`config.mk`:
```
export PLATFORM = sky130hd
export DESIGN_NAME = mem_bist_flat
export DESIGN_NICKNAME = d
export VERILOG_FILES = /design/src/rtl/mem_bist_if.sv /design/src/rtl/mem_bist.sv /design/src/flat_wrapper.sv
export SDC_FILE = /design/constraint.sdc
export NUM_CORES = 1
export LEC_CHECK = 0
export CAP_MARGIN = 0
export CORE_MARGIN = 5
export CORE_UTILIZATION = 42
export CTS_CLUSTER_SIZE = 24
export DETAILED_ROUTE_END_ITERATION = 6
export GPL_TIMING_DRIVEN = 0
export PLACE_DENSITY = 0.82
export SYNTH_ARGS = -nofsm -noshare
export SYNTH_HDL_FRONTEND = slang
export SYNTH_SLANG_ARGS = --single-unit
```
`constraint.sdc`:
```
create_clock -name clk -period 3.5 [get_ports clk]
set_input_delay 0.35 -clock clk [delete_from_list [all_inputs] [get_ports clk]]
set_output_delay 0.35 -clock clk [all_outputs]
set_load 0.01 [all_outputs]
```
`src/rtl/mem_bist_if.sv`:
```
// Memory-side port bundle of the March C- BIST controller.
// The master drives the memory controls; the slave (memory) returns registered read data.
interface mem_bist_if #(
    parameter int unsigned ADDR_WIDTH = 4,
    parameter int unsigned MEM_WIDTH  = 16
);
    logic                  mem_wr_en;
    logic [ADDR_WIDTH-1:0] mem_addr;
    logic [MEM_WIDTH-1:0]  mem_data_in;
    logic [MEM_WIDTH-1:0]  mem_data_out;

    modport master (
        output mem_wr_en,
        output mem_addr,
        output mem_data_in,
        input  mem_data_out
    );

    modport slave (
        input  mem_wr_en,
        input  mem_addr,
        input  mem_data_in,
        output mem_data_out
    );
endinterface

```
`src/rtl/mem_bist.sv`:
```
// March C- BIST controller for a single-port synchronous memory with registered read data.
// Define MEM_BIST_FAIL_INFO_EN to capture address/expected/actual data of the first mismatch.
module mem_bist #(
    parameter int unsigned ADDR_WIDTH = 4,
    parameter int unsigned MEM_DEPTH  = 8,
    parameter int unsigned MEM_WIDTH  = 16
) (
    input  logic                  clk,
    input  logic                  rst_n,
    input  logic                  start,
    output logic                  busy,
    output logic                  done,
    output logic                  fail,
    mem_bist_if.master            mem,
    output logic [ADDR_WIDTH-1:0] fail_addr,
    output logic [MEM_WIDTH-1:0]  fail_exp,
    output logic [MEM_WIDTH-1:0]  fail_act
);

    typedef enum logic [1:0] {StIdle, StRun, StFlush, StDone} state_e;

    localparam logic [ADDR_WIDTH-1:0] LastAddr = ADDR_WIDTH'(MEM_DEPTH - 1);
    localparam logic [MEM_WIDTH-1:0]  Ones     = {MEM_WIDTH{1'b1}};

    state_e                state_q;
    logic [2:0]            elem_q;
    logic [ADDR_WIDTH-1:0] addr_q;
    logic                  phase_q;    // 0: read slot, 1: write slot of an r/w element
    logic                  wr_en_q;
    logic [MEM_WIDTH-1:0]  wdata_q;
    logic                  cmp_pend_q;
    logic [MEM_WIDTH-1:0]  exp_q;

    logic                  is_rd_cur;
    logic [MEM_WIDTH-1:0]  exp_cur;
    logic [2:0]            n_elem;
    logic [ADDR_WIDTH-1:0] n_addr;
    logic                  n_phase;
    logic                  n_wr;
    logic [MEM_WIDTH-1:0]  n_wdata;
    logic                  run_end;
    logic                  mismatch;

    assign mem.mem_wr_en   = wr_en_q;
    assign mem.mem_addr    = addr_q;
    assign mem.mem_data_in = wdata_q;

    assign mismatch = cmp_pend_q && (mem.mem_data_out != exp_q);

    always_comb begin
        logic two_cyc;
        logic down;
        logic at_end;
        two_cyc   = (elem_q >= 3'd1) && (elem_q <= 3'd4);
        down      = (elem_q == 3'd3) || (elem_q == 3'd4);
        at_end    = down ? (addr_q == '0) : (addr_q == LastAddr);
        is_rd_cur = (elem_q == 3'd5) || (two_cyc && !phase_q);
        exp_cur   = ((elem_q == 3'd2) || (elem_q == 3'd4)) ? Ones : '0;

        n_elem  = elem_q;
        n_addr  = addr_q;
        n_phase = 1'b0;
        run_end = 1'b0;
        if (two_cyc && !phase_q) begin
            n_phase = 1'b1;
        end else if (at_end) begin
            if (elem_q == 3'd5) begin
                run_end = 1'b1;
            end else begin
                n_elem = elem_q + 3'd1;
                // M3 and M4 walk downwards
                n_addr = ((elem_q == 3'd2) || (elem_q == 3'd3)) ? LastAddr : '0;
            end
        end else begin
            n_addr = down ? addr_q - 1'b1 : addr_q + 1'b1;
        end

        n_wr    = !((n_elem == 3'd5) || ((n_elem >= 3'd1) && (n_elem <= 3'd4) && !n_phase));
        n_wdata = ((n_elem == 3'd1) || (n_elem == 3'd3)) ? Ones : '0;
    end

    always_ff @(posedge clk or negedge rst_n) begin
        if (!rst_n) begin
            state_q    <= StIdle;
            busy       <= 1'b0;
            done       <= 1'b0;
            fail       <= 1'b0;
            elem_q     <= '0;
            addr_q     <= '0;
            phase_q    <= 1'b0;
            wr_en_q    <= 1'b0;
            wdata_q    <= '0;
            cmp_pend_q <= 1'b0;
            exp_q      <= '0;
        end else begin
            unique case (state_q)
                StIdle, StDone: begin
                    if (start) begin
                        state_q    <= StRun;
                        busy       <= 1'b1;
                        done       <= 1'b0;
                        fail       <= 1'b0;
                        elem_q     <= '0;
                        addr_q     <= '0;
                        phase_q    <= 1'b0;
                        wr_en_q    <= 1'b1;
                        wdata_q    <= '0;
                        cmp_pend_q <= 1'b0;
                    end
                end
                StRun: begin
                    if (mismatch) fail <= 1'b1;
                    cmp_pend_q <= is_rd_cur;
                    exp_q      <= exp_cur;
                    if (run_end) begin
                        state_q <= StFlush;
                        wr_en_q <= 1'b0;
                        addr_q  <= '0;
                        wdata_q <= '0;
                    end else begin
                        elem_q  <= n_elem;
                        addr_q  <= n_addr;
                        phase_q <= n_phase;
                        wr_en_q <= n_wr;
                        wdata_q <= n_wdata;
                    end
                end
                StFlush: begin
                    if (mismatch) fail <= 1'b1;
                    cmp_pend_q <= 1'b0;
                    state_q    <= StDone;
                    busy       <= 1'b0;
                    done       <= 1'b1;
                end
                default: state_q <= StIdle;
            endcase
        end
    end

`ifdef MEM_BIST_FAIL_INFO_EN
    logic [ADDR_WIDTH-1:0] rd_addr_q;
    logic [ADDR_WIDTH-1:0] fail_addr_q;
    logic [MEM_WIDTH-1:0]  fail_exp_q;
    logic [MEM_WIDTH-1:0]  fail_act_q;

    always_ff @(posedge clk or negedge rst_n) begin
        if (!rst_n) begin
            rd_addr_q   <= '0;
            fail_addr_q <= '0;
            fail_exp_q  <= '0;
            fail_act_q  <= '0;
        end else begin
            if (state_q == StRun) rd_addr_q <= addr_q;
            if (((state_q == StIdle) || (state_q == StDone)) && start) begin
                fail_addr_q <= '0;
                fail_exp_q  <= '0;
                fail_act_q  <= '0;
            end else if (mismatch && !fail) begin
                fail_addr_q <= rd_addr_q;
                fail_exp_q  <= exp_q;
                fail_act_q  <= mem.mem_data_out;
            end
        end
    end

    assign fail_addr = fail_addr_q;
    assign fail_exp  = fail_exp_q;
    assign fail_act  = fail_act_q;
`else
    assign fail_addr = '0;
    assign fail_exp  = '0;
    assign fail_act  = '0;
`endif

endmodule
```
`src/flat_wrapper.sv`:
```
// flat-port wrapper written by rule: the top's interface ports become plain ports
module mem_bist_flat 
#(
    parameter int unsigned ADDR_WIDTH = 4,
    parameter int unsigned MEM_DEPTH  = 8,
    parameter int unsigned MEM_WIDTH  = 16
)
  (clk, rst_n, start, busy, done, fail, fail_addr, fail_exp, fail_act, mem_mem_wr_en, mem_mem_addr, mem_mem_data_in, mem_mem_data_out);
  mem_bist_if #(.ADDR_WIDTH(ADDR_WIDTH), .MEM_WIDTH(MEM_WIDTH)) mem_i ();
  input  logic clk;
  input  logic rst_n;
  input  logic start;
  output logic busy;
  output logic done;
  output logic fail;
  output logic [ADDR_WIDTH-1:0] fail_addr;
  output logic [MEM_WIDTH-1:0] fail_exp;
  output logic [MEM_WIDTH-1:0] fail_act;
  output wire logic [$bits(mem_i.mem_wr_en)-1:0] mem_mem_wr_en;
  output wire logic [$bits(mem_i.mem_addr)-1:0] mem_mem_addr;
  output wire logic [$bits(mem_i.mem_data_in)-1:0] mem_mem_data_in;
  input wire logic [$bits(mem_i.mem_data_out)-1:0] mem_mem_data_out;
  assign mem_mem_wr_en = mem_i.mem_wr_en;
  assign mem_mem_addr = mem_i.mem_addr;
  assign mem_mem_data_in = mem_i.mem_data_in;
  assign mem_i.mem_data_out = mem_mem_data_out;
  mem_bist #(.ADDR_WIDTH(ADDR_WIDTH), .MEM_DEPTH(MEM_DEPTH), .MEM_WIDTH(MEM_WIDTH)) u_core (.clk(clk), .rst_n(rst_n), .start(start), .busy(busy), .done(done), .fail(fail), .mem(mem_i), .fail_addr(fail_addr), .fail_exp(fail_exp), .fail_act(fail_act));
endmodule
```
==> metrics.md <==
| Metric | Value |
|---|---|
| Synth area leaders | dfrtp_1, buf_4, ha_1, a21oi_1, o21ai_0 |
| Final Hold Viols | 0 |
| Post-synth ARST share | 100% |
| Fin Setup TNS | 0 ns |
| Vias after detailed routing | 1,527 |
| Crit-path slowest cell | dfrtp_1 |
| DR WL met3 | 403 um |
| Final Skew | 0.00766 ns |
| Element type at the critical path start | flop |
| Placed Cells | 325 |
| Clock buffers created by TritonCTS | 3 |
| Type of the tightest min-delay check | flop to flop |
| Worst-Skew Late Latency | 0.26 ns |
| Largest net degree at the start of global routing | 18 |
| Vias in the first global route | 1,470 |
| Core area | 3940 um^2 |
| Ys flop type | dfrtp_1 |
| Top delay family on crit path | compound AO/OA/AOI/OAI gates |
| PwrDens | 359 nW/um^2 |
| Vias/cell | 4.64 |
| CTS tree | built |
| PostCTS Resize Cnt | 0 |
| CTS Root Cell | clkbuf_8 |
| Post-place setup slack | 0.592 ns |
| Layout cells sized above 1 | 24.0% |
| #FFs+latches synth | 17 |
| Final WL | 3.92 mm |
| Final Net Count | 310 |
| DP HPWL | 3.08 mm |
| Clock sinks | 17 |
| Worst relative slew slack | 44.7% |
| Setup ws final | 0.553 ns |
| Post-CTS setup buffers | 0 |
| Synthesized area per cell | 8.54 um^2 |
| Initial Utilization | 42.9% |
| Initial antenna violation count | 0 |
| Hold path depth | 2 |
| Share of the synthesized area in the top cell type | 25.2% |
| Crit Path Class | flop to flop |
| Grt total ovfl | 0 |
| DR WL/cell | 11.9 um |
| Post-DRT Antenna Nets | 0 |
| Synthesized instance count | 198 |
| Mapped Area | 1690 um^2 |
| Metal-1 WL | 1.63 mm |
| Yosys Warn Count | 0 |
| Slew @ Worst Pin | 0.827 ns |
| CP Max Fanout | 9 |
| Final Cycle Share | 84.2% |
| Detailed Routing Iterations Pass 1 | 4 |
| Sequential area share after synthesis | 25.2% |
| Run status | finished, final reports clean |
| Antenna cells | 0 |
| # port buffers | 42 |
| Metal2 WL | 1.84 mm |
| GP Congestion | 0.988 |
| Most frequent cells in the layout | buf_4, clkdlybuf4s50_1, conb_1, dfrtp_1 |
| DIE HEIGHT | 73.4 um |
| GRT Overall Usage | 15.0% |
| Yosys top cell by area | dfrtp_1 |
| VDD IR-drop max | 0.000230 V |
| Most common cell after layout, fill and taps aside | buf_4 |
| Die X | 73.4 um |
| Fmax | 0.339 GHz |
| CTS H-Tree Depth | 1 |
| Crit end category | flop |
| Max-cap violation count | 0 |
| R2r worst-path depth | 10 |
| IO Pins | 79 |
| Required time of the worst setup path | 3.68 ns |
| WP data arrival | 3.13 ns |
| First-pass GRT wire length | 6.53 mm |
| Synth-to-Final Area Change | 39.1% |
| CTS clock-pin slew for the worst setup and hold paths | 0.07 ns |
| CP cell instances | inv_1 -> ha_1 -> a21oi_1 -> inv_1 -> ha_1 -> a21o_2 -> a21oi_1 -> xnor2_1 -> or4_1 -> o21ai_0 |
| Die area | 5390 um^2 |
| Netlist cell types | 44 |
| DRC | 0 |
| EDFF count, synth | 0 |
| DR iter-0 viols | 44 |
| Largest stage delay on the critical path | 0.53 ns |
| Fin crit period | 2.95 ns |
| Crit. path cell count | 10 |
| Top Layer Used | met4 |
| Num rows | 23 |
| Leak Pwr | 1.18 nW |
| Fin cells | 329 |
| Slew Limit Fails | 0 |
| Unrepaired setup endpoints after global routing | false |
| Worst Path Buf+Inv | 2 |
| Clock Tree Buf Depth | 2 |
| Final setup fails | 0 |
| CTS Hold Buffers Added | 0 |
==> flip-flops by register name, indices dropped and copies added, names as in the netlist <==
signal and flops:
u_core.busy 1, u_core.cmp_pend_q 1, u_core.done 1, u_core.elem_q 3, u_core.exp_q 1, u_core.fail 1
u_core.mem.mem_addr 4, u_core.mem.mem_data_in 1, u_core.mem.mem_wr_en 1, u_core.phase_q 1, u_core.state_q 2
==> report_power, final <==
group          internal, mW  leakage [nW]  switching (mW)
logic                 0.184         0.932           0.243
clock network        0.0793        0.0255          0.0751
registers             0.230         0.218          0.0331
total                 0.493          1.18           0.351
==> stage by stage <==
step	total power, mW	utilization, %	hold WS [ns]	instance area (um^2)
3_5_place_dp	0.689	58.5	0.475	2300
3_3_place_gp	0.679	58.5	0.464	2300
4_1_cts	0.846	59.6	0.490	2350
6_report	0.844	59.6	0.486	2350
5_1_grt	0.919	59.6	0.567	2350
2_1_floorplan	0.562	-	0.0544	1820
==> kinds of logic (layout without fill, tap and decap cells) <==
group / Yosys count / in the layout / share of synthesized area, %
AO/OA/AOI/OAI: 41 / 41 / 17.8
buffers and inverters: 65 / 111 / 25.8
flip-flops: 17 / 17 / 25.2
XOR/XNOR: 2 / 2 / 1.04
AND/OR/NAND/NOR: 56 / 56 / 18.1
adder cells (fa/ha/maj): 11 / 11 / 8.59
other: 1 / 36 / 0.222
multiplexers: 5 / 5 / 3.26
==> final cells by class <==
type	count	area, um^2
flip-flops and latches	17	425
repair buffers	42	420
multi-input cells	151	960
fillers	368	1590
inverters	12	45.0
well taps	50	62.6
clock inverters	1	5.00
clock buffers	3	41.3
plain buffers	53	392
==> worst register-to-register path, cell delays in order (launching register included) <==
cell	delay (ns)
dfrtp_1	0.53
inv_1	0.19
ha_1	0.28
a21oi_1	0.42
inv_1	0.17
ha_1	0.31
a21o_2	0.21
a21oi_1	0.19
xnor2_1	0.09
or4_1	0.40
o21ai_0	0.09
==> synthesized netlist by cell type (2+ instances only) <==
master    count
a22o_2        2
nor2b_1       2
nor3_1        3
or4_1         4
nor4_1        4
buf_4        51
nand2_1      12
dfrtp_1      17
or3_1         3
nand4_1       3
o21ai_0       9
ha_1         10
nand2b_1      5
o31ai_4       2
o31ai_1       2
nand3_1       5
inv_1        12
a21o_1        2
a31oi_1       4
mux2i_1       4
nor2_1        9
a21oi_1      11
==> per-layer routing <==
metal  vias to the layer above  GRT usage (%)
met5                         -              0
met3                         5           3.69
met4                         0           4.23
li1                        772              -
met2                        70           24.0
met1                       680           20.0
==> worst paths after layout <==
kind / from / to / slack [ns]
max in group asynchronous: rst_n / u_core.done / 2.42
worst max register to register: u_core.elem_q[0] / u_core.mem.mem_addr[3] / 0.55
worst min-delay path: u_core.cmp_pend_q / u_core.cmp_pend_q / 0.49
min in group asynchronous: rst_n / u_core.mem.mem_addr[1] / 0.56
worst min register to register: u_core.cmp_pend_q / u_core.cmp_pend_q / 0.49
worst max-delay path: u_core.elem_q[0] / u_core.mem.mem_addr[3] / 0.55
Power figures use the tool's default switching activity.
